**src/rtl/lock_pkg.sv**
```systemverilog
// rtl/lock_pkg.sv - segment patterns and display mode type for the lock display
package lock_pkg;

  // Active-low {g,f,e,d,c,b,a}
  localparam logic [6:0] SEG_0     = 7'h40;
  localparam logic [6:0] SEG_1     = 7'h79;
  localparam logic [6:0] SEG_2     = 7'h24;
  localparam logic [6:0] SEG_3     = 7'h30;
  localparam logic [6:0] SEG_4     = 7'h19;
  localparam logic [6:0] SEG_5     = 7'h12;
  localparam logic [6:0] SEG_6     = 7'h02;
  localparam logic [6:0] SEG_7     = 7'h78;
  localparam logic [6:0] SEG_8     = 7'h00;
  localparam logic [6:0] SEG_9     = 7'h10;
  localparam logic [6:0] SEG_BLANK = 7'h7F;
  localparam logic [6:0] SEG_DASH  = 7'h3F;
  localparam logic [6:0] SEG_O     = 7'h40;
  localparam logic [6:0] SEG_P     = 7'h0C;
  localparam logic [6:0] SEG_E     = 7'h06;
  localparam logic [6:0] SEG_N     = 7'h2B;

  typedef enum logic [1:0] {
    NORMAL = 2'd0,
    MSG    = 2'd1,
    LOCKED = 2'd2
  } mode_t;

endpackage

```
**src/rtl/seg7_decode.sv**
```systemverilog
// rtl/seg7_decode.sv - nibble to active-low 7-segment pattern
module seg7_decode
  import lock_pkg::*;
(
  input  logic [3:0] nibble,
  output logic [6:0] seg
);

  always_comb begin
    seg = SEG_BLANK;
    case (nibble)
      4'h0: seg = SEG_0;
      4'h1: seg = SEG_1;
      4'h2: seg = SEG_2;
      4'h3: seg = SEG_3;
      4'h4: seg = SEG_4;
      4'h5: seg = SEG_5;
      4'h6: seg = SEG_6;
      4'h7: seg = SEG_7;
      4'h8: seg = SEG_8;
      4'h9: seg = SEG_9;
      4'hF: seg = SEG_BLANK;
      default: seg = SEG_DASH;
    endcase
  end

endmodule

```
**src/rtl/lock_display_scan.sv**
```systemverilog
// rtl/lock_display_scan.sv - 4-digit multiplexed display of lock code and status
module lock_display_scan
  import lock_pkg::*;
#(
  parameter int SCAN_DIV   = 50000,
  parameter int BLINK_DIV  = 12500000,
  parameter int MSG_CYCLES = 100000000
) (
  input  logic        clock,
  input  logic        reset,
  input  logic [15:0] data,
  input  logic        OPEN,
  input  logic        LOCK,
  input  logic        SAVE_LIGHT,
  input  logic        CHANGE,
  output logic [3:0]  an,
  output logic [6:0]  seg,
  output logic        dp
);

  localparam int SCAN_W  = (SCAN_DIV   > 1) ? $clog2(SCAN_DIV)   : 1;
  localparam int BLINK_W = (BLINK_DIV  > 1) ? $clog2(BLINK_DIV)  : 1;
  localparam int MSG_W   = (MSG_CYCLES > 1) ? $clog2(MSG_CYCLES) : 1;

  localparam logic [SCAN_W-1:0]  SCAN_LAST  = SCAN_W'(SCAN_DIV - 1);
  localparam logic [BLINK_W-1:0] BLINK_LAST = BLINK_W'(BLINK_DIV - 1);
  localparam logic [MSG_W-1:0]   MSG_LOAD   = MSG_W'(MSG_CYCLES - 1);

  logic [SCAN_W-1:0]  scan_cnt;
  logic [1:0]         digit_idx;
  logic [BLINK_W-1:0] blink_cnt;
  logic               blink_blank;
  logic [MSG_W-1:0]   msg_cnt, msg_cnt_next;
  logic               open_q;
  mode_t              mode, mode_next;

  logic               open_rise;
  logic [3:0]         nibble;
  logic [6:0]         data_seg;
  logic [3:0]         an_next;
  logic [6:0]         seg_next;
  logic               dp_next;

  assign open_rise = OPEN & ~open_q;

  always_ff @(posedge clock or negedge reset) begin
    if (!reset) begin
      mode    <= NORMAL;
      msg_cnt <= '0;
    end else begin
      mode    <= mode_next;
      msg_cnt <= msg_cnt_next;
    end
  end

  // Lockout dominates; an OPEN edge may start or retrigger the message from any unlocked mode
  always_comb begin
    mode_next    = mode;
    msg_cnt_next = msg_cnt;
    if (LOCK) begin
      mode_next    = LOCKED;
      msg_cnt_next = '0;
    end else if (open_rise) begin
      mode_next    = MSG;
      msg_cnt_next = MSG_LOAD;
    end else if (mode == MSG) begin
      if (msg_cnt == '0) begin
        mode_next = NORMAL;
      end else begin
        msg_cnt_next = msg_cnt - MSG_W'(1);
      end
    end else begin
      mode_next = NORMAL;
    end
  end

  always_ff @(posedge clock or negedge reset) begin
    if (!reset) begin
      scan_cnt    <= '0;
      digit_idx   <= 2'd0;
      blink_cnt   <= '0;
      blink_blank <= 1'b0;
      open_q      <= 1'b0;
    end else begin
      open_q <= OPEN;
      if (scan_cnt == SCAN_LAST) begin
        scan_cnt  <= '0;
        digit_idx <= digit_idx + 2'd1;
      end else begin
        scan_cnt <= scan_cnt + SCAN_W'(1);
      end
      // Held at zero/visible outside lockout so every lockout starts with a visible half-period
      if (LOCK && mode == LOCKED) begin
        if (blink_cnt == BLINK_LAST) begin
          blink_cnt   <= '0;
          blink_blank <= ~blink_blank;
        end else begin
          blink_cnt <= blink_cnt + BLINK_W'(1);
        end
      end else begin
        blink_cnt   <= '0;
        blink_blank <= 1'b0;
      end
    end
  end

  assign nibble = data[{digit_idx, 2'b00} +: 4];

  seg7_decode u_decode (
    .nibble (nibble),
    .seg    (data_seg)
  );

  always_comb begin
    an_next  = ~(4'b0001 << digit_idx);
    seg_next = data_seg;
    dp_next  = 1'b1;
    if (digit_idx == 2'd0) dp_next = ~SAVE_LIGHT;
    if (digit_idx == 2'd3) dp_next = ~CHANGE;
    if (mode == LOCKED && blink_blank) begin
      an_next  = 4'b1111;
      seg_next = SEG_BLANK;
      dp_next  = 1'b1;
    end else if (mode == MSG) begin
      dp_next = 1'b1;
      case (digit_idx)
        2'd3:    seg_next = SEG_O;
        2'd2:    seg_next = SEG_P;
        2'd1:    seg_next = SEG_E;
        default: seg_next = SEG_N;
      endcase
    end
  end

  always_ff @(posedge clock or negedge reset) begin
    if (!reset) begin
      an  <= 4'b1111;
      seg <= SEG_BLANK;
      dp  <= 1'b1;
    end else begin
      an  <= an_next;
      seg <= seg_next;
      dp  <= dp_next;
    end
  end

endmodule

```
**config.mk**
```make
export PLATFORM = sky130hd
export DESIGN_NAME = lock_display_scan
export DESIGN_NICKNAME = d
export VERILOG_FILES = /design/src/rtl/lock_pkg.sv /design/src/rtl/seg7_decode.sv /design/src/rtl/lock_display_scan.sv
export SDC_FILE = /design/constraint.sdc
export NUM_CORES = 1
export LEC_CHECK = 0
export CAP_MARGIN = 20
export CORE_AREA = 2 2 91 93
export DETAILED_ROUTE_END_ITERATION = 10
export DIE_AREA = 0 0 93 95
export GPL_TIMING_DRIVEN = 0
export PLACE_DENSITY = 0.78
export SYNTH_ARGS = -nofsm -noshare
export SYNTH_HDL_FRONTEND = slang
export SYNTH_HIERARCHICAL = 1
export SYNTH_SLANG_ARGS = --single-unit
```
**constraint.sdc**
```tcl
create_clock -name clock -period 3 [get_ports clock]
set_input_delay 0.6 -clock clock [delete_from_list [all_inputs] [get_ports clock]]
set_output_delay 0.6 -clock clock [all_outputs]
set_load 0.01 [all_outputs]
```
# Yosys cells after proc, flatten, opt, wreduce, memory -nomap -nowiden
# Memories as Yosys holds them, arrays and structs flattened.
# Cells that the tools add are included.
# word_totals
ff_bits,85
latchBits,0
ramBits,0
romBits,112
in_bits,22
out_inout_bits,12
word_cells,60
memories,1
# classes
addsub,4
multipliers,0
div,0
magnitude_cmp,0
eq_ne,10
shift,2
n_mux,21
n_bitwise,6
reduce_logical,6
# mem_list
name,words,word_bits,read_ports,rd_clocked_by_memory_dff,write_ports,line,rtl
(name not given),16,7,1,0,0,seg7_decode.sv:11,case (nibble)
# ops
cell,count
two-way mux 27 bit,4
two-way mux 24 bit,2
zero test 27 bit,1
subtractor 27 x 1 -> 27 bit (second input constant),1
adder 24 x 1 -> 24 bit (second input constant),1
== test 24 bit (second input constant),1
case mux 7 bit (3 select lines),1
adder 16 x 1 -> 16 bit (second input constant),1
== test 16 bit (second input constant),1
two-way mux 16 bit,1
indexed part select 16 x 5 -> 4 bit,1
two-way mux 7 bit,2
two-way mux 2 bit,4
== test 2 bit (second input constant),3
two-way mux 1 bit,6
== test 2 x 1 -> 1 bit (second input constant),2
two-way mux 4 bit,1
!= test 4 bit (second input constant),1
NOT 1 bit,4
NOT 4 bit,1
<< shifter 1 x 2 -> 4 bit (first input constant),1
!= test 3 bit (second input constant),1
nonzero test 3 bit,1
adder 2 x 1 -> 2 bit (second input constant),1
other kinds (5),6

# Depth between registers and ports, before layout
# Gate-level depths: netlist of the first run.
# logic_depth
word_depth,5
mapped_depth,8
ltp_nobuf,7

# Cells and area by module
# Netlist of the first run, hierarchy kept.
# modules_own_cells
mod,instances,cells_per_inst,area_per_inst_um2,seq_area_each_um2
lock_display_scan,1,415,4210.3,2142.1
seg7_decode,1,30,226.5,0.0

# Worst setup path before layout of the first run
# Ideal clock, no wire load.
# synth_path
path_type,register to register
startpoint,register msg_cnt[17]
endpoint,register msg_cnt[11]
setup_ns,0.128
arrival_ns,2.131
t_required_ns,2.872
path_slack_ns,0.740
stages_incl_launch_ff,8
path_buffers,2
period_less_slack_ns,2.260
path_cell_list,dfrtp_1 or4_4 or4_4 buf_6 buf_6 o2111ai_1 xor2_1 nor2_1
# synth_via
elab_chain_cells,3
# synth_rtl
element,line,rtl
"start, declared",lock_display_scan.sv:33,"logic [MSG_W-1:0] msg_cnt, msg_cnt_next;"
"start signal, assigned",lock_display_scan.sv:52,msg_cnt <= msg_cnt_next;
zero test 27 bit,lock_display_scan.sv:67,if (msg_cnt == '0) begin
!= test 3 bit (no line),--,
AND reduction 2 bit (no line),--,
# No other way between the ends.
# A chain may end at the register's enable or synchronous reset.

# Final worst setup path of the first run
# layout_path
startpoint,register blink_cnt[14]
endpoint,register blink_cnt[18]
# layout_via
elab_chain_cells,3
elab_cells_between_ends,4
classes_between,add/sub (1); eq/ne (1); mux (2)
# layout_rtl
element,line,rtl
"start, declared",lock_display_scan.sv:31,logic [BLINK_W-1:0] blink_cnt;
"start signal, assigned",lock_display_scan.sv:98,blink_cnt <= blink_cnt + BLINK_W'(1);
adder 24 x 1 -> 24 bit / == test 24 bit (equally long branches),"lock_display_scan.sv:98, lock_display_scan.sv:94",
two-way mux 24 bit (*),lock_display_scan.sv:94,if (blink_cnt == BLINK_LAST) begin
two-way mux 24 bit (*),lock_display_scan.sv:93,if (LOCK && mode == LOCKED) begin
# Every way passes the cells marked *; elsewhere a longest branch is shown, timed or not.

==> run_results.csv, run 1 <==
group,metric,value,unit
run_status,outcome,"completed",
yosys,netlist_instances,445,
timing,finalSetupViolCount,0,
route,routed_via_density,5.66,
timing,final.setup.tns,0,ns
run,cap_violations,0,
placed_design,dpl_worst_slack,0.383,ns
clocking,numCtsBuffers,9,
die,start_util,56.0,%
grt,grt_max_degree,47,
yosys,yosys.cell_types.count,51,
route,wire_per_inst,14.4,um
placed_design,hpwl,6230,um
die,die_h,95,um
setup_path,reg2reg_depth,7,
placed_design,io_buffers,33,
yosys,synthFlopType,"dfrtp_1",
grt,grt_pass1_vias,3315,
clocking,cts.root.buffer_cell,"clkbuf_8",
yosys,synth_top_cell_by_area,"dfrtp_1",
min_path,min_path_type,"in -> async",
timing,tightest_slew,0.905,ns
pwr,powerDensity,451,nW/um2
route,first_iter_violations,161,
grt,grt_pass1_wl,14900,um
die,ios,34,
die,design.core.area,7930,um2
timing,slew_viol_final,0,
yosys,synth_top_area_share,41.2,%
clocking,path_clk_slew,0.10,ns
grt,grt_usage,21.2,%
setup_path,cp_max_fo,10,
setup_path,critPathRequiredTime,3.23,ns
placed_design,dpl.cell_count,584,
final_layout,drive_above_1_share,10.1,%
timing,max_freq,0.401,GHz
timing,period_share,83.2,%
clocking,cts_resized,0,
yosys,yosys_warnings,6,
die,dieWidth,93,um
clocking,clk_latency,0.36,ns
final_layout,fin_cells,601,
clocking,cts_tree,"done",
setup_path,endpoint_kind,"register",
setup_path,start_kind,"register",
timing,clock_skew,0.0103,ns
setup_path,cp-startpoint,"blink_cnt[14]",
yosys,avgSynthCellArea,9.97,um2
clocking,cts.sinks,85,
grt,grt_overflow,0,
timing,setup_ws,0.504,ns
clocking,hold_buffers,0,
final_layout,syn2layout_area_growth,15.7,%
timing,hold_viol,0,
yosys,synth_nets,480,
clocking,cts_buffer_depth,2,
setup_path,critical_path_class,"reg -> reg",
die,core.rowCount,33,
yosys,async_flop_share,100,%
timing,maxSlewHeadroom,39.2,%
route,postRouteAntennaNets,0,
setup_path,arrival,2.73,ns
route,vias,3401,
timing,rsz0062_at_grt,"false",
final_layout,layout_common_cells,"dfrtp_1, nor2_1, xor2_1",
setup_path,r2r-start,"blink_cnt[14]",
clocking,h-tree-depth,3,
placed_design,gp_congestion,0.851,
final_layout,fin_nets,526,
route,drt_pass1_iterations,5,
yosys,ys_ff_latch,85,
route,drc,0,
yosys,yosysSeqAreaShare,48.3,%
final_layout,antenna_cells,0,
pwr,cellLeakagePower,0.00214,uW
timing,period_needed,2.50,ns
clocking,post-cts-setup-buffers,0,
die,die-area,8840,um2
yosys,syn_area,4440,um2
yosys,synth-edff-count,0,
route,drt-total-wl,8640,um
yosys,synth_area_leaders,"dfrtp_1, xor2_1, dfstp_2",
grt,antenna_found_initial,0,
final_layout,final_common_cell,"dfrtp_1",
pwr,max-vdd-ir-drop,0.000261,V
==> worst paths after layout <==
check / endpoint / slack, ns
min: scan_cnt[12] / 0.22
max reg2reg: blink_cnt[18] / 0.50
min reg2reg: scan_cnt[0] / 0.48
max: blink_cnt[18] / 0.50
max in group asynchronous: an[1] / 2.13
min in group clock: scan_cnt[0] / 0.48
==> layout make-up <==
class,count,area [um2]
plain buffers,22,110
clock buffers,9,124
clock inverters,7,81.3
fillers,626,2790
inverters,14,52.6
multi-input cells,324,2130
flip-flops and latches,85,2140
well taps,105,131
repair buffers,35,360
==> metrics by stage <==
step / area [um2] / hold slack, ns / power, uW / utilization (%)
detailed placement: 4920 / 0.478 / 1510 / 62.1
finish: 5130 / 0.218 / 2310 / 64.8
global placement: 4900 / 0.471 / 1500 / 61.8
global route: 5130 / 0.251 / 2430 / 64.8
CTS: 5130 / 0.225 / 2340 / 64.7
floorplan: 4440 / 0.304 / 1390 / -
==> synth_stat cells (3+ instances only) <==
library cell / instances
and4_1: 3
a31oi_1: 4
nor3_1: 12
o21ai_0: 6
nor4_1: 7
o211ai_1: 7
or4_1: 6
xnor2_1: 17
mux4_2: 4
xor2_1: 38
inv_1: 14
buf_6: 3
nand4_1: 16
o31ai_1: 5
clkbuf_1: 16
nand2b_1: 5
ha_1: 13
nor2_1: 59
a21oi_1: 25
nor2b_1: 6
or3_1: 4
nand2_1: 29
dfrtp_1: 73
nand3_1: 20
dfstp_2: 12
and3_1: 7
==> power by group <==
group | total [uW] | internal (uW) | leakage, uW | switching [uW]
Sequential | 1210 | 1190 | 0.00111 | 24.5
Clock | 827 | 396 | 0.000101 | 431
Combinational | 277 | 122 | 0.000933 | 155
Total | 2310 | 1700 | 0.00214 | 611
==> cells by family after synthesis <==
kind of cell	share of synthesized area, %
and+or+nand+nor	22.4
DFF	48.3
AOI/OAI and AO/OA	8.35
xor gates and xnor gates	10.9
buffers and inverters	3.67
adders and majority gates	3.67
muxes	2.76
==> registers in the layout (all words and copies together), names as in the netlist, 2 cells and up <==
| signal | flops |
|---|---|
| an | 4 |
| mode | 2 |
| scan_cnt | 16 |
| seg | 7 |
| digit_idx | 2 |
| blink_cnt | 24 |
| msg_cnt | 27 |
==> metal layers <==
layer  global-route usage [%]  up-vias  share of wire, %
met5                        0        -                 0
met2                     37.1       68                50
met3                     5.19        6               3.9
met1                     26.8     1680                45
li1                         -     1647                 -
met4                     5.02        0              0.68
==> worst max-delay path, cell delays in order, from the launching register on <==
cell and delay [ns]:
dfrtp_1 0.44, nor4_1 0.33, nand4_1 0.16, nor4b_1 0.52, or2_2 0.20, clkbuf_1 0.21, clkbuf_1 0.39, nor2_1 0.11
Note: power is estimated with default switching activity, not from simulation.
==> inputs of run 2 (changes only) <==
--- a/config.mk
+++ b/config.mk
@@ -6,11 +6,11 @@
 export NUM_CORES = 1
 export LEC_CHECK = 0
 export CAP_MARGIN = 20
-export CORE_AREA = 2 2 91 93
+export CORE_AREA = 2 2 95 97
 export DETAILED_ROUTE_END_ITERATION = 10
-export DIE_AREA = 0 0 93 95
+export DIE_AREA = 0 0 97 99
 export GPL_TIMING_DRIVEN = 0
-export PLACE_DENSITY = 0.78
+export PLACE_DENSITY = 0.75
 export SYNTH_ARGS = -nofsm -noshare
 export SYNTH_HDL_FRONTEND = slang
 export SYNTH_HIERARCHICAL = 1
==> constraint.sdc (replaced) <==
create_clock -name clock -period 2.1 [get_ports clock]
set_input_delay 0.42 -clock clock [delete_from_list [all_inputs] [get_ports clock]]
set_output_delay 0.42 -clock clock [all_outputs]
set_load 0.01 [all_outputs]
==> run_results.csv, run 2 (synthesis gave the netlist of run 1 again) <==
group,metric,value,unit
route,first_iter_violations,157,
setup_path,critical_path_class,"reg -> reg",
timing,finalSetupViolCount,22,
clocking,clk_latency,0.36,ns
clocking,path_clk_slew,0.10,ns
final_layout,nFillCells,678,
final_layout,antenna_cells,0,
route,drt-total-wl,9230,um
pwr,cellLeakagePower,0.00226,uW
clocking,h-tree-depth,3,
setup_path,start_kind,"register",
grt,antenna_found_initial,0,
clocking,numCtsBuffers,9,
placed_design,gp_congestion,0.810,
die,ios,34,
setup_path,endpoint_kind,"register",
grt,grt_max_degree,75,
pwr,max-vdd-ir-drop,0.000304,V
timing,setup_ws,-0.153,ns
die,core.rowCount,34,
pwr,total_power,3390,uW
die,design.core.area,8550,um2
min_path,min_path_type,"in -> async",
final_layout,fin_nets,538,
timing,rsz0062_at_grt,"true",
placed_design,hpwl,6220,um
final_layout,largest_reg_flops,27,
route,drc,0,
route,postRouteAntennaNets,0,
final_layout,drive_above_1_share,16.1,%
timing,max_freq,0.444,GHz
die,start_util,51.9,%
setup_path,arrival,2.47,ns
timing,slew_viol_final,0,
setup_path,critPathRequiredTime,2.32,ns
die,die_h,99,um
run_status,violations,"setup timing",
clocking,cts.sinks,85,
run_status,outcome,"complete, but fails checks",
grt,grt_pass1_vias,3487,
clocking,cts_buffer_depth,2,
run,cap_violations,0,
pwr,powerDensity,628,nW/um2
setup_path,cp_max_fo,9,
grt,grt_usage,20.3,%
timing,maxSlewHeadroom,52.5,%
route,drt_pass1_iterations,4,
grt,grt_overflow,0,
route,vias,3472,
die,dieWidth,97,um
clocking,cts.root.buffer_cell,"clkbuf_8",
timing,tightest_slew,0.706,ns
timing,hold_viol,0,
clocking,cts_tree,"done",
timing,final.setup.tns,-2.07,ns
final_layout,final_common_cell,"dfrtp_1",
die,die-area,9600,um2
timing,period_needed,2.25,ns
final_layout,top_regs,"msg_cnt (27), blink_cnt (24), scan_cnt (16)",
final_layout,regMostFlops,"msg_cnt",
timing,period_share,107,%
final_layout,syn2layout_area_growth,21.9,%
placed_design,io_buffers,33,
route,routed_via_density,5.64,
final_layout,postLayoutCoreUtil,63.2,%
timing,clock_skew,0.0149,ns
final_layout,layout_common_cells,"dfrtp_1, nor2_1, xor2_1",
grt,grt_pass1_wl,16000,um
route,wire_per_inst,15.0,um
run 2: area by class of cell:
class | instances | area (um2) | share of cell area (%)
Timing Repair Buffer | 48 | 483 | 8.93
Inverter | 14 | 52.6 | 0.972
Clock buffer | 9 | 124 | 2.29
Multi-Input combinational cell | 325 | 2270 | 42.0
Tap cell | 108 | 135 | 2.50
Sequential cell | 85 | 2140 | 39.6
Buffer | 20 | 120 | 2.22
Clock inverter | 7 | 80.1 | 1.48
run 2: what timing repair did:
item	in CTS	in global routing
buffers inserted	8	4
gates resized for setup	17	16
cloned	2	0
hold buffers	1	0
endpoints found under the setup margin	46	48
endpoints found under the hold margin	10	0
pin swaps	8	10
run 2: worst paths after layout:
path / start / end / slack, ns / depth (start not counted)
worst min-delay path: reset / scan_cnt[11] / 0.43 / 2
max in group asynchronous: reset / seg[2] / 1.03 / 3
min in group clock: scan_cnt[0] / scan_cnt[0] / 0.49 / 1
worst min register to register: scan_cnt[0] / scan_cnt[0] / 0.49 / 1
worst max register to register: msg_cnt[15] / msg_cnt[23] / -0.15 / 5
worst max-delay path: msg_cnt[15] / msg_cnt[23] / -0.15 / 5
run 2: metal layers:
metal | part of all wire [%] | routed length, um | track usage [%]
met5 | 0 | 0 | 0
met4 | 1.6 | 147 | 8.23
met3 | 3.9 | 358 | 3.33
met2 | 50 | 4610 | 34.6
met1 | 45 | 4120 | 25.9
run 2: metrics by stage:
step	cells	setup WS, ns	hold WS [ns]	area, um2
after global placement	586	-2.44	0.469	4920
final	616	-0.153	0.433	5410
after global routing	616	-0.252	0.441	5410
after floorplan	445	-0.0935	0.124	4450
after CTS	613	-0.164	0.427	5310
after detailed placement	587	-0.343	0.285	4940
run 2: power by group:
part           total, uW  leakage [uW]  switching (uW)  internal [uW]
registers           1730       0.00111            40.9           1690
logic                459       0.00106             245            214
clock network       1200     0.0000968             636            564
run 2: worst max-delay path, stage by stage (launching register included):
cell      delay (ns)
dfrtp_1         0.39
or4_4           0.54
or4_4           0.60
o211ai_4        0.32
or3_1           0.18
a31oi_1         0.08
==> inputs of run 3 (changes only) <==
--- a/config.mk
+++ b/config.mk
@@ -6,11 +6,11 @@
 export NUM_CORES = 1
 export LEC_CHECK = 0
 export CAP_MARGIN = 20
-export CORE_AREA = 2 2 95 97
+export CORE_AREA = 2 2 91 93
 export DETAILED_ROUTE_END_ITERATION = 10
-export DIE_AREA = 0 0 97 99
+export DIE_AREA = 0 0 93 95
 export GPL_TIMING_DRIVEN = 0
-export PLACE_DENSITY = 0.75
+export PLACE_DENSITY = 0.78
 export SYNTH_ARGS = -nofsm -noshare
 export SYNTH_HDL_FRONTEND = slang
 export SYNTH_HIERARCHICAL = 1
==> constraint.sdc (replaced) <==
create_clock -name clock -period 2.2 [get_ports clock]
set_input_delay 0.44 -clock clock [delete_from_list [all_inputs] [get_ports clock]]
set_output_delay 0.44 -clock clock [all_outputs]
set_load 0.01 [all_outputs]
==> run_results.csv, run 3 (synthesis gave the netlist of run 1 again) <==
group,metric,value,unit
die,start_util,56.0,%
placed_design,place_area,4940,um2
setup_path,critPathRequiredTime,2.43,ns
clocking,cts_tree,"done",
die,design.core.area,7930,um2
timing,period_share,107,%
final_layout,final_area,5360,um2
final_layout,fin_cells,615,
timing,period_needed,2.34,ns
route,routed_via_density,5.70,
run,cap_violations,0,
grt,grt_max_degree,56,
run_status,violations,"setup timing",
final_layout,regMostFlops,"msg_cnt",
timing,slew_viol_final,0,
route,drt_pass1_iterations,4,
clocking,cts_buffer_depth,2,
pwr,powerDensity,595,nW/um2
placed_design,gp_congestion,0.861,
grt,grt_pass1_wl,15700,um
timing,tightest_slew,0.530,ns
final_layout,top_regs,"msg_cnt (27), blink_cnt (24), scan_cnt (16)",
timing,max_freq,0.427,GHz
final_layout,drive_above_1_share,15.9,%
setup_path,reg2reg_depth,6,
final_layout,final_common_cell,"dfrtp_1",
placed_design,dpl.cell_count,584,
clocking,clk_latency,0.38,ns
timing,clock_skew,0.0264,ns
timing,maxSlewHeadroom,64.4,%
setup_path,cp_max_fo,7,
timing,fin_hold_ws,0.490,ns
setup_path,endpoint_kind,"register",
grt,grt_usage,22.5,%
die,ios,34,
setup_path,critical_path_class,"reg -> reg",
final_layout,layout_common_cells,"dfrtp_1, nor2_1, xor2_1",
pwr,cellLeakagePower,0.00226,uW
setup_path,start_kind,"register",
route,wire_per_inst,15.2,um
clocking,h-tree-depth,3,
final_layout,nFillCells,619,
route,wl_met3,363,um
clocking,numCtsBuffers,9,
placed_design,hpwl,6260,um
route,postRouteAntennaNets,0,
grt,grt_overflow,0,
die,die_h,95,um
timing,rsz0062_at_grt,"true",
grt,antenna_found_initial,0,
timing,setup_ws,-0.144,ns
route,wl_met1,4090,um
run_status,outcome,"complete, but fails checks",
placed_design,dpl_worst_slack,-0.211,ns
die,dieWidth,93,um
final_layout,syn2layout_area_growth,20.7,%
setup_path,arrival,2.58,ns
min_path,min_path_type,"reg -> reg",
min_path,holdPathStages,1,
final_layout,fin_nets,540,
setup_path,rr_endpoint,"msg_cnt[5]",
min_path,worstHoldEndpoint,"blink_cnt[0]",
final_layout,largest_reg_flops,27,
route,first_iter_violations,172,
clocking,cts.root.buffer_cell,"clkbuf_8",
clocking,path_clk_slew,0.10,ns
min_path,hold_start,"blink_cnt[0]",
setup_path,r2r-start,"msg_cnt[23]",
die,core.rowCount,33,
pwr,max-vdd-ir-drop,0.000386,V
final_layout,antenna_cells,0,
route,highest_layer,"met4",
grt,grt_pass1_vias,3498,
timing,finalSetupViolCount,19,
route,routed-wl-met2,4740,um
route,vias,3504,
clocking,cts.sinks,85,
die,die-area,8840,um2
route,drt-total-wl,9340,um
timing,hold_viol,0,
route,drc,0,
setup_path,r2r_setup_slack,-0.14,ns
placed_design,io_buffers,33,
-- run 3: cell count changes in the layout (fill, tap and decap cells not counted), moves of 2 or more --
cell	before	now
or4_4	5	3
clkinvlp_4	2	0
nor3_4	2	0
inv_8	0	2
clkbuf_2	0	3
-- run 3: cell type report --
type	count	area [um2]	area share (%)
flip-flops and latches	85	2140	40.0
inverters	14	52.6	0.981
well taps	105	131	2.45
plain buffers	19	101	1.89
repair buffers	52	514	9.60
clock buffers	9	124	2.31
multi-input cells	324	2210	41.3
clock inverters	7	73.8	1.38
-- run 3: worst max-delay path by stage --
stage / start / end / slack, ns / cells past startpoint
after floorplan: msg_cnt[20] / msg_cnt[11] / 0.005 / 7
after global placement: reset / msg_cnt[9] / -2.25 / 1
after detailed placement: data[9] / seg[3] / -0.21 / 8
after CTS: msg_cnt[15] / msg_cnt[12] / -0.09 / 6
after global routing: msg_cnt[23] / msg_cnt[7] / -0.19 / 6
final: msg_cnt[23] / msg_cnt[5] / -0.14 / 6
-- run 3: critical path, stage by stage (launching register included) --
cell      delay, ns
dfrtp_1        0.41
or4_4          0.55
or4_4          0.60
buf_4          0.19
o211ai_1       0.20
xor2_1         0.17
a21oi_1        0.08
-- run 3: stage by stage --
step	util [%]	total power [uW]	TNS, ns
2_1_floorplan	-	1900	0
3_3_place_gp	62.0	2040	-184.59
3_5_place_dp	62.3	2060	-5.45
4_1_cts	66.5	3200	-0.894
5_1_grt	67.6	3320	-2.88
6_report	67.6	3190	-1.48
-- run 3: power breakdown --
group	total, uW	switching [uW]	internal, uW
sequential	1650	35.6	1620
combinational	423	227	196
clock	1110	663	448
total	3190	925	2260
-- run 3: timing repair --
item | 4_1_cts | 5_1_grt
endpoints found under the setup margin | 45 | 46
gates resized for setup | 10 | 14
pin swaps | 11 | 16
buffers inserted | 9 | 6
cloned | 1 | 0
hold buffers | 1 | 0
endpoints found under the hold margin | 3 | 0
-- run 3: routing by layer --
metal	GRT usage [%]	up-vias
li1	-	1684
met1	28.4	1736
met2	38.3	67
met3	4.63	17
met4	8.70	0
met5	0	-
